`config.mk`:
```
export PLATFORM = sky130hd
export DESIGN_NAME = mux_f_config_loader
export DESIGN_NICKNAME = d
export VERILOG_FILES = /design/src/rtl/mux_f_cfg_pkg.sv /design/src/rtl/mux_f_cfg_shifter.sv /design/src/rtl/mux_f_config_loader.sv
export SDC_FILE = /design/constraint.sdc
export NUM_CORES = 1
export LEC_CHECK = 0
export ABC_CLOCK_PERIOD_IN_PS = 3200
export CORE_ASPECT_RATIO = 1.25
export CORE_MARGIN = 1.5
export CORE_UTILIZATION = 58
export CTS_BUF_LIST = sky130_fd_sc_hd__clkbuf_4 sky130_fd_sc_hd__clkbuf_8
export CTS_CLUSTER_SIZE = 8
export DETAILED_ROUTE_END_ITERATION = 16
export PLACE_DENSITY_LB_ADDON = 0.25
export SLEW_MARGIN = 20
export SYNTH_ARGS = -nofsm -noshare
export SYNTH_HDL_FRONTEND = slang
export SYNTH_SLANG_ARGS = --single-unit
```
`constraint.sdc`:
```
create_clock -name cclk -period 3.2 [get_ports cclk]
set_input_delay 0.64 -clock cclk [delete_from_list [all_inputs] [get_ports cclk]]
set_output_delay 0.64 -clock cclk [all_outputs]
set_load 0.05 [all_outputs]
```
`src/rtl/mux_f_cfg_pkg.sv`:
```
// Shared definitions for the F7/F8 mux configuration path.
//   state_t   : loader FSM state encoding
//   cfg_width : total committed config width for a given slice count/mux depth,
//               the same math used when sizing the mux_f_slice instances
package mux_f_cfg_pkg;

    typedef enum logic [2:0] {
        ST_IDLE,
        ST_LOAD,
        ST_SETUP,
        ST_COMMIT,
        ST_HOLD
    } state_t;

    function automatic int cfg_width(input int mux_level, input int num_slices);
        return mux_level * num_slices;
    endfunction

endpackage

```
`src/rtl/mux_f_cfg_shifter.sv`:
```
// Serial-in shift register with bit counter for the config loader.
// Ports:
//   clk, rst_n     : clock / asynchronous active-low reset
//   clear          : zero the shift register and the bit count
//   shift          : accept bit_in this cycle
//   bit_in         : serial bit, MSB of the full word first
//   next_word      : register contents with bit_in appended (value after a shift)
//   full_on_shift  : a shift this cycle fills the register (count == CFG_W-1)
module mux_f_cfg_shifter #(
    parameter int CFG_W = 12
) (
    input  logic             clk,
    input  logic             rst_n,
    input  logic             clear,
    input  logic             shift,
    input  logic             bit_in,
    output logic [CFG_W-1:0] next_word,
    output logic             full_on_shift
);

    localparam int CNT_W = $clog2(CFG_W + 1);

    logic [CFG_W-1:0] sr;
    logic [CNT_W-1:0] count;

    assign next_word     = {sr[CFG_W-2:0], bit_in};
    assign full_on_shift = (count == CNT_W'(CFG_W - 1));

    // The loader leaves LOAD on the filling shift, so count stops at CFG_W.
    always_ff @(posedge clk or negedge rst_n) begin
        if (!rst_n) begin
            sr    <= '0;
            count <= '0;
        end else if (clear) begin
            sr    <= '0;
            count <= '0;
        end else if (shift) begin
            sr    <= next_word;
            count <= count + CNT_W'(1);
        end
    end

endmodule

```
`src/rtl/mux_f_config_loader.sv`:
```
// Serial configuration loader for the F7/F8 mux slices of a CLB.
// Assembles a bit-serial stream into one MUX_LEVEL-bit select word per slice and
// commits all of them together, framed by a setup cycle before and a hold cycle
// after the single-cycle cen pulse.
// Ports:
//   cclk, crst_n : config clock / asynchronous active-low reset
//   start        : begin a load (only from IDLE)
//   abort        : cancel a load in progress; committed config is untouched
//   bit_valid    : bit_in valid
//   bit_in       : serial config bit, MSB first
//   bit_ready    : a bit is accepted this cycle (LOAD only)
//   cfg_out      : committed config, slice s at [s*MUX_LEVEL +: MUX_LEVEL]
//   cen          : one-cycle config enable to the slices
//   busy         : loader not idle
//   done         : one-cycle pulse after a commit
//   err          : one-cycle pulse after an aborted load
module mux_f_config_loader
    import mux_f_cfg_pkg::*;
#(
    parameter int MUX_LEVEL  = 3,
    parameter int NUM_SLICES = 4
) (
    input  logic                                         cclk,
    input  logic                                         crst_n,
    input  logic                                         start,
    input  logic                                         abort,
    input  logic                                         bit_valid,
    input  logic                                         bit_in,
    output logic                                         bit_ready,
    output logic [cfg_width(MUX_LEVEL, NUM_SLICES)-1:0] cfg_out,
    output logic                                         cen,
    output logic                                         busy,
    output logic                                         done,
    output logic                                         err
);

    localparam int CFG_W = cfg_width(MUX_LEVEL, NUM_SLICES);

    state_t           state;
    state_t           state_nxt;
    logic             clear;
    logic             shift;
    logic             commit;
    logic             abort_hit;
    logic             full_on_shift;
    logic [CFG_W-1:0] next_word;

    mux_f_cfg_shifter #(
        .CFG_W(CFG_W)
    ) u_shifter (
        .clk          (cclk),
        .rst_n        (crst_n),
        .clear        (clear),
        .shift        (shift),
        .bit_in       (bit_in),
        .next_word    (next_word),
        .full_on_shift(full_on_shift)
    );

    // Abort takes priority over the accept, so an abort coinciding with the
    // final bit neither shifts nor commits.
    always_comb begin
        state_nxt = state;
        clear     = 1'b0;
        shift     = 1'b0;
        commit    = 1'b0;
        abort_hit = 1'b0;
        unique case (state)
            ST_IDLE: begin
                if (start) begin
                    clear     = 1'b1;
                    state_nxt = ST_LOAD;
                end
            end
            ST_LOAD: begin
                if (abort) begin
                    abort_hit = 1'b1;
                    state_nxt = ST_IDLE;
                end else if (bit_valid) begin
                    shift = 1'b1;
                    if (full_on_shift) begin
                        commit    = 1'b1;
                        state_nxt = ST_SETUP;
                    end
                end
            end
            ST_SETUP:  state_nxt = ST_COMMIT;
            ST_COMMIT: state_nxt = ST_HOLD;
            ST_HOLD:   state_nxt = ST_IDLE;
            default:   state_nxt = ST_IDLE;
        endcase
    end

    always_ff @(posedge cclk or negedge crst_n) begin
        if (!crst_n) begin
            state   <= ST_IDLE;
            err     <= 1'b0;
            cfg_out <= '0;
        end else begin
            state <= state_nxt;
            err   <= abort_hit;
            if (commit) begin
                cfg_out <= next_word;
            end
        end
    end

    // Remaining outputs decode straight from state, so none follow the inputs.
    assign bit_ready = (state == ST_LOAD);
    assign cen       = (state == ST_COMMIT);
    assign done      = (state == ST_HOLD);
    assign busy      = (state != ST_IDLE);

endmodule
```
=== After elaboration in Yosys (flattened, before gate mapping) ===
Index checks and enable logic that the tools add are counted.

* Logic and storage cells: 38
* Bits of input ports: 6
* Output and inout bits: 17
* Flip-flop bits (word level): 31

* Reduce and logical (&&, ||, !) cells: 4
* Multiplexer cells: 20
* Add/subtract/negate cells: 1
* Equality and inequality tests: 8

{| class="wikitable"
|+ Operator list
! operator !! number
|-
| two-way mux 11 bit || 2
|-
| two-way mux 3 bit || 4
|-
| case mux 3 bit (4 select lines) || 1
|-
| two-way mux 1 bit || 11
|-
| two-way mux 4 bit || 2
|-
| equality test 3 x 2 -> 1 bit, second input constant || 2
|-
| adder 4 x 1 -> 4 bit, second input constant || 1
|-
| equality test 4 bit, second input constant || 1
|-
| equality test 3 x 1 -> 1 bit, second input constant || 1
|-
| equality test 3 bit, second input constant || 1
|-
| zero test 3 bit || 1
|-
| != test 3 x 2 -> 1 bit, second input constant || 1
|-
| != test 3 bit, second input constant || 1
|-
| AND reduction 3 bit || 1
|-
| nonzero test 3 bit || 1
|-
| != test 2 bit, second input constant || 1
|-
| nonzero test 2 bit || 1
|}

=== Depth between registers and ports, before layout ===
* Word-level depth: 5
* Gate-level depth with buffers: 5
* Gate-level depth less buffers: 4

=== Hierarchy ===
From an unflattened synthesis, not the netlist that was laid out.

* Cell total of the unflattened synthesis: 104
* Area total of the unflattened synthesis: 1383.8 um^2

{| class="wikitable"
|+ Modules (own cells, without submodules)
! module !! area an instance (um^2) !! times used !! cells each !! seq. area each (um^2)
|-
| mux_f_config_loader || 701.9 || 1 || 50 || 400.4
|-
| mux_f_cfg_shifter || 681.9 || 1 || 54 || 375.4
|}

=== Worst setup path after synthesis ===
Ideal clock, no wire load.

* Kind: register to output
* From: reg state[2]
* To: out bit_ready
* Path buffers: 0
* Required time: 2.560 ns
* Arrival time: 1.672 ns
* Slack: 0.888 ns
* Cell stages (with the launch flop): 2
* Path through: dfrtp_1 nor3b_1

* Word-level cells in the longest chain between the ends: 1

{| class="wikitable"
|+ RTL lines
! element !! line !! text
|-
| from (decl) || mux_f_config_loader.sv:39 || <nowiki>state_t state;</nowiki>
|-
| from (signal assigned) || mux_f_config_loader.sv:100 || <nowiki>state <= state_nxt;</nowiki>
|-
| equality test 3 x 1 -> 1 bit || mux_f_config_loader.sv:109 || <nowiki>assign bit_ready = (state == ST_LOAD);</nowiki>
|-
| to (decl) || mux_f_config_loader.sv:29 || <nowiki>output logic bit_ready,</nowiki>
|}

No other way between the ends.

=== Worst setup path in the final report ===
* From: reg state[2]
* To: out busy

* Word-level cells in the longest chain between the ends: 1

{| class="wikitable"
|+ RTL lines
! element !! line !! text
|-
| nonzero test 3 bit || mux_f_config_loader.sv:112 || <nowiki>assign busy = (state != ST_IDLE);</nowiki>
|-
| to (decl) || mux_f_config_loader.sv:32 || <nowiki>output logic busy,</nowiki>
|}

No other way between the ends.

==> metrics.txt <==
outcome=finished, final reports clean; post-route ant nets=0; Boundary Pins=23; Main synth FF type=dfrtp_1; width of the die=45.67 um; Total Wirelength=2.347 mm; type of origin of the critical path=flop; Netlist cell types=26; critical path class=flop to output port; Post-synth ARST share=100.0%; cell area after synthesis=1320 um2; minimum clock period=2.592 ns; Layout Utilization=74.37%; Placer Congestion=0.7399; Yosys warning count=0; Logic pwr share=24.5%; cell with the largest stage delay on the worst path=clkdlybuf4s50_1; sequential power share=50.0%; final period utilization=81.00%; detailed-route wire length per cell=13.73 um; Power Internal=603.9 uW; Inserted Diodes=0; CP required=2.56 ns; Max Clock Freq=385.8 MHz; initial antenna violation count=0; area leader, netlist=dfrtp_1; VDD IR max=397.7 uV; placed cell area=1569 um2; Commonest cells post-synth=dfrtp_1, nand2_1, nand3_1, o21ai_0, mux2_1; WP data arrival=1.95 ns; family with the most delay on the worst path=buffers and inverters; initial core utilization=60.35%; Psw=306.7 uW; H-Tree Depth=2; Slew Viols, Final=0; CP Capture Type=output port; Worst-Skew Late Latency=0.33 ns; Hold Buf Count CTS=0; register area=775.7 um2; sequential area share after synthesis=58.77%; Pre-Repair DR Iteration Count=4; final setup violating endpoints=0; detailed router's first-iteration violation count=19; Max Cap Violations=0; post-CTS resize count=0; Root Driver=clkbuf_4; Rel. slew slack=64.25%; # fillers=169; Clock Tree Buf Depth=2; grt total ovfl=0; RSZ-0062 raised after global routing=no; top-area cell type share of the netlist area=58.77%; net count after synthesis=120; Vias=925; vias in the first global route=890; Sink Count=31; num rows=19; EDFF count, synth=0; clk_skew=0.005056 ns; first-pass GRT wire length=3.912 mm; Yosys reg bits=31; most frequent cell after synthesis=dfrtp_1; post-route setup slack=0.6081 ns; worst-path maximum fanout=9; Hold Path Class=flop to flop; worst slew pin tran=0.5362 ns; Die Height=56.34 um; Synth Instances=113; clock transition at the registers of the reported paths=0.09 ns; Final Hold Vio Count=0; crit-path cells=or3_1, clkdlybuf4s50_1; clock share of power=25.6%; die area=2573 um2; Final HPWL DP=1.550 mm; PortBufs=22; Sw Share=33.68%; Post-CTS Setup Bufs=0; setup slack at placement=0.7879 ns; Critical path buffers and inverters=1; DRC viols=0; slowest stage delay, CP=0.71 ns; number of nets in the final layout=146; largest net degree at the start of global routing=32; via density per instance=5.409; CTS tree=yes; Leakage=0.0007686 uW; multi-input logic area=511.7 um2; total CTS buffers=5; PwrDens=559.9 nW/um2; GRT Total Usage=21.89%; Setup TNS Final=0 ns; Avg Inst Size Synth=11.68 um2; top cells by area, synth=dfrtp_1, mux2_1, nand3_1; core area=2187 um2; Layout area overhead=23.22%; post-route cell area=1627 um2; fraction of layout cells with a size suffix above 1=12.14%
worst paths after layout:
kind,startpoint,end,slack [ns],depth (start not counted)
worst max-delay path,state[2],busy,0.61,2
worst min-delay path,cfg_out[0],cfg_out[0],0.49,1
worst max register to register,state[2],cfg_out[10],1.32,4
worst min register to register,cfg_out[0],cfg_out[0],0.49,1
max in group asynchronous,crst_n,u_shifter.sr[0],2.23,2
min in group asynchronous,crst_n,state[1],0.69,2
sequential cells by signal, indices dropped and copies added, names as in the netlist:
signal           cells
cfg_out             12
state                3
err                  1
u_shifter.sr        11
u_shifter.count      4
final cells by class:
cell class              instances  area share, %
clock buffers                   7          3.231
repair buffers                 25          14.92
multi-input cells              76          31.46
clock inverters                 1         0.3077
well taps                      31          2.385
flip-flops and latches         31          47.69
through the flow:
| step | total power (uW) | instances | hold WS [ns] |
|---|---|---|---|
| CTS | 920.7 | 171 | 0.4995 |
| global route | 954.9 | 171 | 0.5220 |
| detailed placement | 686.8 | 163 | 0.4780 |
| global placement | 675.4 | 163 | 0.4671 |
| floorplan | 609.3 | 113 | 0.3444 |
| finish | 910.6 | 171 | 0.4935 |
cells by family (layout without fill, tap and decap cells):
logic type	after synthesis	count (layout)	synth area share [%]
buffers and inverters	6	33	2.464
DFF	31	31	58.77
muxes	15	15	12.51
and+or+nand+nor	47	47	20.38
AOI/OAI and AO/OA	13	13	4.929
adders and majority gates	1	1	0.9477
cells in the final DEF, fill, tap and decap left out, types with 2 or more instances in the layout:
master / instances
and2_1: 2
and3b_1: 2
buf_4: 3
clkbuf_4: 7
clkdlybuf4s50_1: 22
dfrtp_1: 31
mux2_1: 9
mux2_2: 3
mux2i_1: 3
nand2_1: 16
nand3_1: 12
nor2_1: 3
nor3b_1: 3
o21ai_0: 12
worst reg2reg max path: cells and delay by family, from the launching register on:
family,cells,cell delay [ns]
buf+inv,1,0.24
simple gates,2,0.68
flops,1,0.49
mux,1,0.38
per-layer routing:
| layer | part of all wire [%] | GRT usage, % | vias up |
|---|---|---|---|
| li1 | - | - | 448 |
| met1 | 41 | 26.06 | 443 |
| met2 | 51 | 33.20 | 29 |
| met3 | 5.3 | 8.682 | 5 |
| met4 | 2.6 | 11.34 | 0 |
| met5 | 0 | 0 | - |
power groups by stage:
stage | Clock (uW) | Combinational, uW | Sequential [uW]
global placement | 0 | 216 | 459
floorplan | 0 | 143 | 467
CTS | 241 | 224 | 455
detailed placement | 0 | 223 | 463
global route | 255 | 240 | 460
finish | 233 | 223 | 455
Note: power is estimated with default switching activity, not from simulation.
